[config.mk]
export PLATFORM = sky130hd
export DESIGN_NAME = note_scheduler
export DESIGN_NICKNAME = d
export VERILOG_FILES = /design/src/rtl/ddr_pkg.sv /design/src/rtl/tick_prescaler.sv /design/src/rtl/note_scheduler.sv
export SDC_FILE = /design/constraint.sdc
export NUM_CORES = 1
export LEC_CHECK = 0
export ABC_AREA = 1
export BUFFER_PORTS_ARGS = -buffer_cell sky130_fd_sc_hd__buf_2
export CAP_MARGIN = 25
export CORE_ASPECT_RATIO = 1.25
export CORE_MARGIN = 2
export CORE_UTILIZATION = 55
export DETAILED_ROUTE_END_ITERATION = 10
export PLACE_DENSITY = 0.77
export SETUP_SLACK_MARGIN = 0.2
export SLEW_MARGIN = 30
export SYNTH_ARGS = -nofsm -noshare
export SYNTH_HDL_FRONTEND = slang
export SYNTH_SLANG_ARGS = --single-unit
[constraint.sdc]
create_clock -name clock -period 6.16 [get_ports clock]
set_input_delay 0.308 -clock clock [delete_from_list [all_inputs] [get_ports clock]]
set_output_delay 0.308 -clock clock [all_outputs]
set_load 0.1 [all_outputs]
[src/rtl/ddr_pkg.sv]
// ============================================================================
// ddr_pkg : shared types and constants for the note scheduler slice
// Rev 1.0 : initial release
// ============================================================================
`default_nettype none

package ddr_pkg;

  typedef enum logic [2:0] {
    S_IDLE  = 3'd0,
    S_FETCH = 3'd1,
    S_WAIT  = 3'd2,
    S_HOLD  = 3'd3,
    S_ISSUE = 3'd4,
    S_DONE  = 3'd5
  } state_e;

  localparam int DEF_TIME_W     = 16;
  localparam int DEF_LANES      = 4;
  localparam int DEF_TICK_DIV   = 500000;
  localparam int DEF_LEAD_TICKS = 150;

  // Chart entry layout: {hit_time, lane_mask}
  localparam int LANE_LSB  = 0;
  localparam int TIME_LSB  = DEF_LANES;
  localparam int ENTRY_W   = DEF_TIME_W + DEF_LANES;

  localparam logic [DEF_TIME_W-1:0] END_MARKER = {DEF_TIME_W{1'b1}};

endpackage

`default_nettype wire

[src/rtl/tick_prescaler.sv]
// ============================================================================
// tick_prescaler : run-gated clock divider emitting a 1-cycle song tick
// Rev 1.0 : initial release
// ============================================================================
`default_nettype none

module tick_prescaler
  import ddr_pkg::*;
#(
  parameter int TICK_DIV = DEF_TICK_DIV
) (
  input  logic clock,
  input  logic reset,
  input  logic run,
  input  logic clear,
  output logic tick
);

  localparam int CNT_W = (TICK_DIV > 1) ? $clog2(TICK_DIV) : 1;
  localparam logic [CNT_W-1:0] CNT_LAST = CNT_W'(TICK_DIV - 1);

  logic [CNT_W-1:0] cnt_q, cnt_d;
  logic             wrap;

  assign wrap = (cnt_q == CNT_LAST);
  assign tick = run && wrap;

  always_comb begin
    cnt_d = cnt_q;
    if (clear) begin
      cnt_d = '0;
    end else if (run) begin
      cnt_d = wrap ? '0 : cnt_q + CNT_W'(1);
    end
  end

  always_ff @(posedge clock or posedge reset) begin
    if (reset) begin
      cnt_q <= '0;
    end else begin
      cnt_q <= cnt_d;
    end
  end

endmodule

`default_nettype wire

[src/rtl/note_scheduler.sv]
// ============================================================================
// note_scheduler : walks the chart ROM and hands each note to the renderer
//                  LEAD_TICKS ahead of its hit time over valid/ready
// Rev 1.0 : initial release
// ============================================================================
`default_nettype none

module note_scheduler
  import ddr_pkg::*;
#(
  parameter int TICK_DIV   = DEF_TICK_DIV,
  parameter int TIME_W     = DEF_TIME_W,
  parameter int ADDR_W     = 8,
  parameter int LANES      = DEF_LANES,
  parameter int LEAD_TICKS = DEF_LEAD_TICKS
) (
  input  logic                    clock,
  input  logic                    reset,
  input  logic                    game_active,
  input  logic                    paused,
  input  logic                    restart,
  output logic [ADDR_W-1:0]       rom_addr,
  input  logic [TIME_W+LANES-1:0] rom_data,
  output logic                    spawn_valid,
  output logic [LANES-1:0]        spawn_lanes,
  input  logic                    spawn_ready,
  output logic [TIME_W-1:0]       song_ticks,
  output logic [ADDR_W-1:0]       notes_issued,
  output logic                    chart_done
);

  localparam logic [TIME_W:0] LEAD_EXT = (TIME_W+1)'(LEAD_TICKS);

  logic run;
  logic tick;
  logic due;

  state_e            state_q, state_d;
  logic [ADDR_W-1:0] rom_addr_q, rom_addr_d;
  logic [TIME_W-1:0] entry_time_q, entry_time_d;
  logic [LANES-1:0]  entry_lanes_q, entry_lanes_d;
  logic              spawn_valid_q, spawn_valid_d;
  logic [LANES-1:0]  spawn_lanes_q, spawn_lanes_d;
  logic [TIME_W-1:0] song_ticks_q, song_ticks_d;
  logic [ADDR_W-1:0] notes_issued_q, notes_issued_d;

  assign run = game_active && !paused;

  tick_prescaler #(
    .TICK_DIV (TICK_DIV)
  ) u_prescaler (
    .clock (clock),
    .reset (reset),
    .run   (run),
    .clear (restart),
    .tick  (tick)
  );

  // Extra bit on both sides so song_ticks + LEAD never wraps
  assign due = ({1'b0, entry_time_q} <= ({1'b0, song_ticks_q} + LEAD_EXT));

  always_comb begin
    state_d        = state_q;
    rom_addr_d     = rom_addr_q;
    entry_time_d   = entry_time_q;
    entry_lanes_d  = entry_lanes_q;
    spawn_valid_d  = spawn_valid_q;
    spawn_lanes_d  = spawn_lanes_q;
    song_ticks_d   = song_ticks_q;
    notes_issued_d = notes_issued_q;

    if (tick && (song_ticks_q != {TIME_W{1'b1}})) begin
      song_ticks_d = song_ticks_q + TIME_W'(1);
    end

    case (state_q)
      S_IDLE: begin
        if (run) state_d = S_FETCH;
      end
      S_FETCH: state_d = S_WAIT;
      S_WAIT: begin
        entry_time_d  = rom_data[TIME_W+LANES-1:LANES];
        entry_lanes_d = rom_data[LANES-1:0];
        state_d       = S_HOLD;
      end
      S_HOLD: begin
        if (entry_time_q == {TIME_W{1'b1}}) begin
          state_d = S_DONE;
        end else if (entry_lanes_q == '0) begin
          if (rom_addr_q == {ADDR_W{1'b1}}) begin
            state_d = S_DONE;
          end else begin
            rom_addr_d = rom_addr_q + ADDR_W'(1);
            state_d    = S_FETCH;
          end
        end else if (run && due) begin
          spawn_valid_d = 1'b1;
          spawn_lanes_d = entry_lanes_q;
          state_d       = S_ISSUE;
        end
      end
      S_ISSUE: begin
        if (spawn_valid_q && spawn_ready) begin
          spawn_valid_d  = 1'b0;
          notes_issued_d = notes_issued_q + ADDR_W'(1);
          // Last ROM slot ends the chart rather than wrapping to address 0
          if (rom_addr_q == {ADDR_W{1'b1}}) begin
            state_d = S_DONE;
          end else begin
            rom_addr_d = rom_addr_q + ADDR_W'(1);
            state_d    = S_FETCH;
          end
        end
      end
      S_DONE:  state_d = S_DONE;
      default: state_d = S_IDLE;
    endcase

    if (restart) begin
      state_d        = S_IDLE;
      rom_addr_d     = '0;
      spawn_valid_d  = 1'b0;
      spawn_lanes_d  = '0;
      song_ticks_d   = '0;
      notes_issued_d = '0;
    end
  end

  always_ff @(posedge clock or posedge reset) begin
    if (reset) begin
      state_q        <= S_IDLE;
      rom_addr_q     <= '0;
      entry_time_q   <= '0;
      entry_lanes_q  <= '0;
      spawn_valid_q  <= 1'b0;
      spawn_lanes_q  <= '0;
      song_ticks_q   <= '0;
      notes_issued_q <= '0;
    end else begin
      state_q        <= state_d;
      rom_addr_q     <= rom_addr_d;
      entry_time_q   <= entry_time_d;
      entry_lanes_q  <= entry_lanes_d;
      spawn_valid_q  <= spawn_valid_d;
      spawn_lanes_q  <= spawn_lanes_d;
      song_ticks_q   <= song_ticks_d;
      notes_issued_q <= notes_issued_d;
    end
  end

  assign rom_addr     = rom_addr_q;
  assign spawn_valid  = spawn_valid_q;
  assign spawn_lanes  = spawn_lanes_q;
  assign song_ticks   = song_ticks_q;
  assign notes_issued = notes_issued_q;
  assign chart_done   = (state_q == S_DONE);

endmodule

`default_nettype wire

==> out/metrics.csv, run 1 <==
stage,metric,value,unit
status,status,completed,
timing,worst hold slack,0.136,ns
cts,Clock Tree Root,clkbuf_8,
setup_path,crit path DAT,3.35,ns
pwr,VDD IR max,169,uV
cts,TritonCTS clock tree,done,
timing,Fin Clk Skew,0.0103,ns
timing,final hold vios,0,
pwr,Psw,0.730,mW
detailed_routing,vias after detailed routing,4274,
logic_synthesis,top-area cell type share of the netlist area,42.4,%
floorplanning,Die W,86.3,um
cts,H-tree levels,3,
logic_synthesis,Synth area leaders,"dfrtp_1 42%, nand2_1 13%, ha_1 5.9%, inv_1 5.2%, nor2_1 5.1%",
flow_run,number of max-cap violations,0,
floorplanning,core area,0.00824,mm2
placement,pre-CTS setup slack,3.07,ns
setup_path,Max Fanout on Critical Path,8,
logic_synthesis,Synth cell types,41,
logic_synthesis,register area share after synthesis,42.4,%
logic_synthesis,asr flop ratio synth,100,%
floorplanning,chip height,107,um
finish,Layout Cell Area excl Fill,0.00528,mm2
timing,period utilisation layout,50.8,%
detailed_routing,Initial DRC Count,402,
finish,diode count,0,
placement,placed instance count,754,
timing,fmax,0.320,GHz
logic_synthesis,"EDFF count, synth",0,
detailed_routing,wire length per cell,14.2,um
logic_synthesis,post-synthesis instance area,0.00466,mm2
grt,pin count of the biggest net entering global routing,80,
cts,TritonCTS Buffers,9,
logic_synthesis,cell taking the most area after synthesis,dfrtp_1,
grt,via count of the first global-routing pass,4242,
placement,I/O Buffers,63,
floorplanning,# IOs,64,
cts,"Clk Latency, worst-skew pair",0.36,ns
pwr,LEAKAGE,2.62,nW
logic_synthesis,most common cell in the netlist,nand2_1,
cts,worst-case clock buffer depth,2,
timing,final setup fails,0,
detailed_routing,first-pass detailed-route iteration total,4,
cts,hold_buf cts,0,
timing,Worst-Margin Slew,0.720,ns
grt,first-pass GRT wire length,18.8,mm
timing,Final Max Slew Viols,0,
finish,filler cell count,708,
logic_synthesis,Syn Nets,650,
timing,minimum clock period,3.13,ns
timing,Rel. slew slack,52.0,%
pwr,clock share of power,24.1,%
timing,TNS Setup,0,ns
logic_synthesis,Synth Instances,602,
setup_path,CP Data Required Time,6.38,ns
cts,quantity of gates resized following cts,0,
logic_synthesis,Yosys warnings,0,
grt,GR Overflow Total,0,
grt,initial antenna violation count,0,
finish,Register Area,0.00198,mm2
grt,overall routing resource usage,25.6,%
placement,gpl congestion,0.889,
detailed_routing,Final ANT Viol Nets,0,
finish,Final #Nets,716,
timing,RSZ-0062 raised after global routing,false,
finish,Multi-input gate area,0.00238,mm2
pwr,total internal power,1.02,mW
setup_path,CP Capture Type,flop,
pwr,sequential power share,41.4,%
cts,Worst-path clk slew,0.07,ns
logic_synthesis,Main synth FF type,dfrtp_1,
logic_synthesis,register bit total from synthesis,79,
logic_synthesis,Synth Area per Inst,7.74,um2
finish,layout cell share with drive strength beyond 1,15.8,%
pwr,power per cell area,331,mW/mm2
placement,DPL Wire Length,8.08,mm
floorplanning,Initial Utilization,56.6,%
detailed_routing,WL final,10.9,mm
detailed_routing,routed vias/inst,5.56,
finish,Syn-to-layout area delta,13.2,%
detailed_routing,DRC Markers,0,
cts,Post-CTS Setup Bufs,0,
timing,slack of the critical path,3.03,ns
setup_path,Crit Path Class,flop to flop,
floorplanning,die area,0.00923,mm2
pwr,Gate power share,34.5,%
floorplanning,Row Count,37,
setup_path,startpoint types,flop,
finish,Non-Filler Instances,769,
pwr,switching part of the total,41.8,%
logic_synthesis,Post-synth top cells,"162 x nand2_1, 79 x dfrtp_1, 64 x inv_1",
placement,placed inst area,0.00506,mm2
cts,Clock Sinks,79,
worst_hold_path,Hold WC Path Type,input pin to asynchronous set/reset pin,
==> critical path, cell delays in order (launching register included) <==
cell,delay (ns)
dfrtp_1,0.43
inv_1,0.09
ha_1,0.24
o21ai_2,0.21
nand3_1,0.14
o21ai_0,0.38
nand2_1,0.12
xor2_1,0.17
ha_1,0.28
nand2_1,0.06
nor2_1,0.17
nand4_1,0.11
nand2_1,0.07
a21oi_1,0.05
nand2_1,0.12
o211ai_2,0.17
nand2_1,0.09
o21ai_0,0.09
==> metrics by stage <==
stage	power, mW	utilization (%)
after floorplan	1.19	-
after global placement	1.31	61.4
after detailed placement	1.33	61.4
after CTS	1.75	64.0
after global routing	1.86	64.1
final	1.75	64.1
==> flip-flops by register name, summed over array words and instances (netlist names) <==
name and flops:
notes_issued 8, entry_lanes_q 4, rom_addr 8, state_q 3
entry_time_q 16, spawn_lanes 4, spawn_valid 1, song_ticks 16
u_prescaler.cnt_q 19
==> layer usage <==
metal | track usage [%] | part of all wire (%) | routed length [um] | vias to the layer above
met5 | 0 | 0 | 0 | -
met4 | 11.5 | 2.4 | 257 | 0
met3 | 5.23 | 4.1 | 449 | 27
met2 | 44.5 | 52 | 5650 | 101
met1 | 30.1 | 42 | 4560 | 2038
li1 | - | - | - | 2108
==> placed cells by master (no fill, tap or decap), types with 2 or more instances in the layout <==
cell       Yosys  final
nand2_1      162    162
dfrtp_1       79     79
nor2_1        63     63
buf_2          3     63
inv_1         64     62
a21oi_1       33     33
o21ai_0       33     33
nand3_1       28     28
ha_1          22     22
nor3_1        22     21
xor2_1        17     17
nand4_1       13     13
clkbuf_8       1     10
a211oi_1       6      6
inv_2          3      5
nor3_2         3      4
nor4_1         4      4
xnor2_1        4      4
o21a_1         4      4
nand2_2        4      4
nor2_4         3      3
o31ai_1        3      3
o21ai_1        2      2
a31oi_1        2      2
and3_1         2      2
nor2_2         2      2
a21o_1         2      2
clkinv_2       0      2
bufinv_16      0      2
==> logic make-up (layout without fill, tap and decap cells) <==
kind of cell,after synthesis,after routing,synth area share (%)
adder cells (fa/ha/maj),22,22,5.90
buffers and inverters,77,147,6.58
XOR/XNOR,21,21,3.95
AND/OR/NAND/NOR,312,312,30.0
AO/OA/AOI/OAI,91,91,11.2
flip-flops,79,79,42.4
==> cell type report <==
class | instances | area share [%]
multi-input combinational | 446 | 45.2
clock inverter | 4 | 1.33
tap | 97 | 2.30
clock buffer | 11 | 2.68
inverter | 67 | 4.76
timing repair buffer | 65 | 6.33
sequential | 79 | 37.4
==> power groups by stage <==
stage,clock network (mW),registers [mW],logic (mW)
after global placement,0,0.727,0.581
final,0.421,0.722,0.603
after detailed placement,0,0.729,0.603
after global routing,0.451,0.736,0.673
after CTS,0.427,0.721,0.605
after floorplan,0,0.897,0.293
==> path summary, 6_finish.rpt <==
kind,from,to,slack (ns),cells after the start
max,song_ticks[1]$_DFFE_PP0P_,spawn_lanes[3]$_DFFE_PP0P_,3.03,17
min,reset,entry_lanes_q[3]$_DFFE_PP0N_,0.14,3
max reg2reg,song_ticks[1]$_DFFE_PP0P_,spawn_lanes[3]$_DFFE_PP0P_,3.03,17
min reg2reg,notes_issued[7]$_DFFE_PP0P_,notes_issued[7]$_DFFE_PP0P_,0.46,1
max in group asynchronous,reset,song_ticks[4]$_DFFE_PP0P_,5.52,3
min in group clock,rom_data[15],entry_time_q[11]$_DFFE_PP0N_,0.15,3
Power figures use the tool's default switching activity.
==> run 2: changes to the inputs <==
- clock period: 6.16 -> 3.1 ns (I/O delays scaled with it)
==> run 2 against run 1 <==
Cell count is 3.4% higher. Count of clock-buffer cells in the layout rose by 2. Worst hold slack got worse by 0.12 ns. Worst setup slack got worse by 2.7 ns. First-iteration DRC count decreased by 29%. Die area stayed put.
==> out/metrics.csv, run 2 (synthesis results as in run 1) <==
stage,metric,value,unit
status,status,completed,
detailed_routing,vias after detailed routing,4392,
cts,TritonCTS clock tree,done,
grt,first-pass GRT wire length,19.1,mm
pwr,VDD IR max,439,uV
floorplanning,Row Count,37,
setup_path,crit-path most repeated cell,nand2_1,
floorplanning,core area,0.00824,mm2
setup_path,Slowest cell on crit path,dfrtp_2,
floorplanning,Die W,86.3,um
cts,TritonCTS Buffers,9,
timing,RSZ-0062 raised after global routing,false,
timing,minimum clock period,2.75,ns
setup_path,Crit Path Class,flop to flop,
setup_path,"Buf+Inv Stages, Crit Path",1,
timing,Fin Clk Skew,0.0133,ns
worst_hold_path,Hold WC Path Type,input pin to flop,
placement,I/O Buffers,63,
finish,diode count,0,
grt,GR Overflow Total,0,
timing,final hold vios,0,
cts,"Clk Latency, worst-skew pair",0.36,ns
detailed_routing,Final ANT Viol Nets,0,
setup_path,crit-path max cell delay,0.43,ns
cts,worst-case clock buffer depth,2,
timing,final setup fails,0,
pwr,power per cell area,629,mW/mm2
timing,period utilisation layout,88.8,%
grt,via count of the first global-routing pass,4252,
setup_path,"CP delay by family, top",simple AND/OR/NAND/NOR gates,
setup_path,CP Capture Type,flop,
placement,gpl congestion,0.903,
placement,DPL Wire Length,8.02,mm
setup_path,crit path DAT,3.01,ns
finish,Final #Nets,741,
finish,Top reg by flops,u_prescaler.cnt_q,
cts,Worst-path clk slew,0.08,ns
floorplanning,Initial Utilization,56.6,%
timing,Worst-Margin Slew,0.708,ns
floorplanning,# IOs,64,
timing,worst hold slack,0.0181,ns
timing,fmax,0.363,GHz
pwr,total power,3.57,mW
timing,Final Max Slew Viols,0,
detailed_routing,wire length per cell,14.2,um
detailed_routing,WL final,11.3,mm
detailed_routing,DRC Markers,0,
finish,layout cell share with drive strength beyond 1,19.6,%
detailed_routing,routed vias/inst,5.52,
pwr,LEAKAGE,2.74,nW
flow_run,number of max-cap violations,0,
finish,Non-Filler Instances,795,
setup_path,CP Data Required Time,3.35,ns
cts,Clock Tree Root,clkbuf_8,
finish,Final Core Density,68.8,%
finish,Syn-to-layout area delta,21.7,%
finish,most frequent cells in the layout,"158 x nand2_1, 72 x dfrtp_1, 63 x buf_2, 61 x nor2_1, 60 x inv_1",
grt,overall routing resource usage,25.9,%
grt,pin count of the biggest net entering global routing,41,
finish,max FFs per register,19,
detailed_routing,first-pass detailed-route iteration total,5,
setup_path,Max Fanout on Critical Path,6,
detailed_routing,Initial DRC Count,285,
cts,H-tree levels,3,
floorplanning,chip height,107,um
setup_path,crit-path cells,inv_2 > ha_4 > o21ai_4 > nand3_4 > a2111oi_4 > xor2_1 > ha_1 > and3_4 > nand4_1 > nand2_1 > a21oi_2 > nand2_2 > nand2_1 > nand2_2 > nand4_1 > nand2_1,
finish,"most common cell after layout, fill and taps aside",nand2_1,
cts,Clock Sinks,79,
timing,TNS Setup,0,ns
grt,initial antenna violation count,0,
placement,placed instance count,755,
timing,Rel. slew slack,52.8,%
finish,filler cell count,665,
setup_path,startpoint types,flop,
floorplanning,die area,0.00923,mm2
==> run 2: changes by cell type in the layout (fill, tap and decap cells not counted), moves of 3 or more <==
| cell | before | now |
|---|---|---|
| dfrtp_1 | 79 | 72 |
| a21oi_2 | 1 | 4 |
| a21oi_1 | 33 | 30 |
| nand2_2 | 4 | 8 |
| nand2_1 | 162 | 158 |
| buf_4 | 1 | 6 |
| dfrtp_2 | 0 | 7 |
| dlygate4sd3_1 | 0 | 20 |
==> run 2: power by group <==
group | total [mW] | internal (mW) | switching (mW)
combinational | 1.25 | 0.356 | 0.894
sequential | 1.41 | 1.23 | 0.182
clock | 0.905 | 0.519 | 0.386
==> run 2: routing by layer <==
layer,GRT usage [%],vias up,share of wire (%)
met5,0,-,0
met4,10.4,0,1.9
met3,5.00,19,4.6
met2,44.2,129,51
met1,32.0,2085,42
li1,-,2159,-
==> run 2: cell type report <==
| type | instances | area (um2) | area share [%] |
|---|---|---|---|
| Clock buffer | 13 | 169 | 2.98 |
| Tap cell | 97 | 121 | 2.14 |
| Clock inverter | 3 | 65.1 | 1.15 |
| Timing Repair Buffer | 90 | 581 | 10.2 |
| Sequential cell | 79 | 1990 | 35.0 |
| Inverter | 67 | 256 | 4.52 |
| Multi-Input combinational cell | 446 | 2490 | 44.0 |
==> run 2: worst reg2reg max path: stages, from the launching register on <==
cell and delay [ns]:
dfrtp_2 0.43, inv_2 0.07, ha_4 0.17, o21ai_4 0.19, nand3_4 0.13, a2111oi_4 0.33, xor2_1 0.20, ha_1 0.27
and3_4 0.16, nand4_1 0.07, nand2_1 0.07, a21oi_2 0.13, nand2_2 0.11, nand2_1 0.09, nand2_2 0.07, nand4_1 0.12
nand2_1 0.05
==> run 2: final timing paths <==
kind	from	to	slack [ns]	depth (start not counted)
worst max-delay path	song_ticks[1]$_DFFE_PP0P_	state_q[2]$_DFFE_PP0P_	0.35	16
worst min-delay path	rom_data[2]	entry_lanes_q[2]$_DFFE_PP0N_	0.02	3
worst max register to register	song_ticks[1]$_DFFE_PP0P_	state_q[2]$_DFFE_PP0P_	0.35	16
worst min register to register	spawn_lanes[2]$_DFFE_PP0P_	spawn_lanes[2]$_DFFE_PP0P_	0.49	2
max in group asynchronous	reset	song_ticks[9]$_DFFE_PP0P_	2.00	4
min in group asynchronous	reset	u_prescaler.cnt_q[18]$_DFFE_PP0P_	0.44	3
==> run 2: what timing repair did <==
item | CTS | global route
hold endpoints to repair | 56 | 0
gates resized for setup | 0 | 17
setup endpoints to repair | 0 | 7
setup buffers | 0 | 4
hold buffers | 20 | 0
==> run 2: stage by stage <==
| stage | area (um2) | worst slack (ns) |
|---|---|---|
| final | 5670 | 0.347 |
| after global routing | 5670 | 0.161 |
| after CTS | 5570 | 0.261 |
| after detailed placement | 5130 | 0.314 |
| after global placement | 5130 | 0.452 |
| after floorplan | 4710 | 0.181 |
==> run 3: changes to the inputs <==
- CORE_UTILIZATION: 55 -> 25
- PLACE_DENSITY: 0.77 -> unset
==> run 3 against run 2 <==
Combinational power shrank 3%. Critical path type unchanged. Core utilization down 37 points. Cell count increased by 14%.
==> out/metrics.csv, run 3 (synthesis results as in run 1) <==
stage,metric,value,unit
grt,via count of the first global-routing pass,4006,
placement,pre-CTS setup slack,0.349,ns
floorplanning,chip height,157,um
status,status,completed,
finish,Final Core Density,31.4,%
pwr,LEAKAGE,2.69,nW
timing,Rel. slew slack,53.1,%
worst_hold_path,hold depth,3,
grt,GR Overflow Total,0,
timing,final setup fails,0,
cts,Clock Tree Root,clkbuf_16,
setup_path,R2R Path End,state_q[2]$_DFFE_PP0P_,
grt,pin count of the biggest net entering global routing,53,
cts,TritonCTS clock tree,done,
finish,Syn-to-layout area delta,22.5,%
worst_hold_path,Hold WC Path Type,input pin to flop,
grt,first-pass GRT wire length,19.8,mm
placement,DPL Wire Length,9.28,mm
floorplanning,Initial Utilization,25.7,%
timing,minimum clock period,2.70,ns
placement,placed inst area,0.00530,mm2
timing,TNS Setup,0,ns
pwr,clock share of power,30.2,%
placement,I/O Buffers,63,
setup_path,Reg2Reg Setup Slack,0.40,ns
worst_hold_path,WHS Endpoint,entry_lanes_q[2]$_DFFE_PP0N_,
finish,Layout Cell Area excl Fill,0.00571,mm2
finish,"most common cell after layout, fill and taps aside",nand2_1,
timing,slack of the critical path,0.398,ns
setup_path,CP Data Required Time,3.32,ns
setup_path,Max Fanout on Critical Path,5,
floorplanning,Die W,126,um
timing,fmax,0.370,GHz
floorplanning,# IOs,64,
floorplanning,core area,0.0182,mm2
timing,Fin Clk Skew,0.00989,ns
finish,diode count,0,
pwr,switching part of the total,39.8,%
setup_path,Crit Path Class,flop to flop,
pwr,Gate power share,32.1,%
setup_path,CP Capture Type,flop,
detailed_routing,Final ANT Viol Nets,0,
setup_path,crit path DAT,2.92,ns
worst_hold_path,hold path start,rom_data[2],
detailed_routing,WL final,12.1,mm
detailed_routing,first-pass detailed-route iteration total,5,
timing,RSZ-0062 raised after global routing,false,
pwr,sequential power share,37.7,%
detailed_routing,DRC Markers,0,
cts,TritonCTS Buffers,9,
detailed_routing,Initial DRC Count,273,
pwr,power per cell area,661,mW/mm2
cts,worst-case clock buffer depth,2,
floorplanning,die area,0.0198,mm2
placement,placed instance count,888,
pwr,total power,3.78,mW
timing,period utilisation layout,87.2,%
finish,Non-Filler Instances,909,
pwr,total internal power,2.27,mW
pwr,VDD IR max,280,uV
finish,most frequent cells in the layout,"161 x nand2_1, 72 x dfrtp_1, 63 x buf_2, 61 x nor2_1, 61 x inv_1",
finish,Top reg by flops,u_prescaler.cnt_q,
cts,Clock Sinks,79,
cts,Worst-path clk slew,0.06,ns
cts,H-tree levels,3,
finish,layout cell share with drive strength beyond 1,19.4,%
timing,worst hold slack,0.0159,ns
grt,overall routing resource usage,12.5,%
placement,gpl congestion,0.866,
detailed_routing,vias after detailed routing,4096,
pwr,Psw,1.50,mW
detailed_routing,wire length per cell,13.3,um
flow_run,number of max-cap violations,0,
setup_path,CP startpoint,song_ticks[2]$_DFFE_PP0P_,
detailed_routing,routed vias/inst,4.51,
setup_path,RR Startpoint,song_ticks[2]$_DFFE_PP0P_,
setup_path,R2R depth,16,
floorplanning,Row Count,55,
timing,Final Max Slew Viols,0,
timing,final hold vios,0,
grt,initial antenna violation count,0,
setup_path,startpoint types,flop,
finish,Final #Nets,724,
finish,max FFs per register,19,
cts,"Clk Latency, worst-skew pair",0.34,ns
timing,Worst-Margin Slew,0.700,ns
[run 3: final cells by class]
class,instances,area [um2]
fillers,1982,12500
repair buffers,73,393
flip-flops and latches,79,1990
clock buffers,11,233
clock inverters,5,81.3
well taps,228,285
inverters,67,254
multi-input cells,446,2480
[run 3: metal layers]
| layer | global-route usage (%) | part of all wire, % | vias to the layer above |
|---|---|---|---|
| met2 | 22.3 | 50 | 71 |
| li1 | - | - | 2130 |
| met5 | 0 | 0 | - |
| met1 | 15.0 | 44 | 1883 |
| met3 | 2.26 | 3.6 | 12 |
| met4 | 4.29 | 1.6 | 0 |
[run 3: critical path, cell delays in order (launching register included)]
cell	delay [ns]
dfrtp_2	0.41
inv_2	0.07
ha_4	0.17
o21ai_4	0.16
nand3_4	0.13
a2111oi_4	0.31
xor2_1	0.19
ha_1	0.26
and3_1	0.16
nand4_1	0.08
nand2_1	0.07
a21oi_2	0.15
nand2_2	0.10
nand2_1	0.07
nand2_1	0.08
nand4_1	0.10
nand2_1	0.07
[run 3: power groups by stage]
stage                     clock network [mW]  registers (mW)  logic (mW)
after floorplan                            0            1.78       0.583
after global placement                     0            1.44        1.20
after detailed placement                   0            1.44        1.22
after CTS                               1.16            1.43        1.22
after global routing                    1.20            1.46        1.37
final                                   1.14            1.42        1.21
[run 3: timing repair]
| action | 4_1_cts | 5_1_grt |
|---|---|---|
| resized for setup | 0 | 11 |
| endpoints found under the hold margin | 0 | 35 |
| hold buffers | 0 | 1 |
| endpoints found under the setup margin | 0 | 8 |
| buffers inserted | 0 | 4 |
[run 3: worst max-delay path by stage]
stage,slack (ns),end,cells after the start
floorplan,0.18,spawn_valid$_DFFE_PP0P_,17
finish,0.40,state_q[2]$_DFFE_PP0P_,16
global placement,0.42,spawn_lanes[3]$_DFFE_PP0P_,14
detailed placement,0.35,spawn_lanes[0]$_DFFE_PP0P_,14
global route,0.15,state_q[2]$_DFFE_PP0P_,16
CTS,0.32,state_q[2]$_DFFE_PP0P_,16
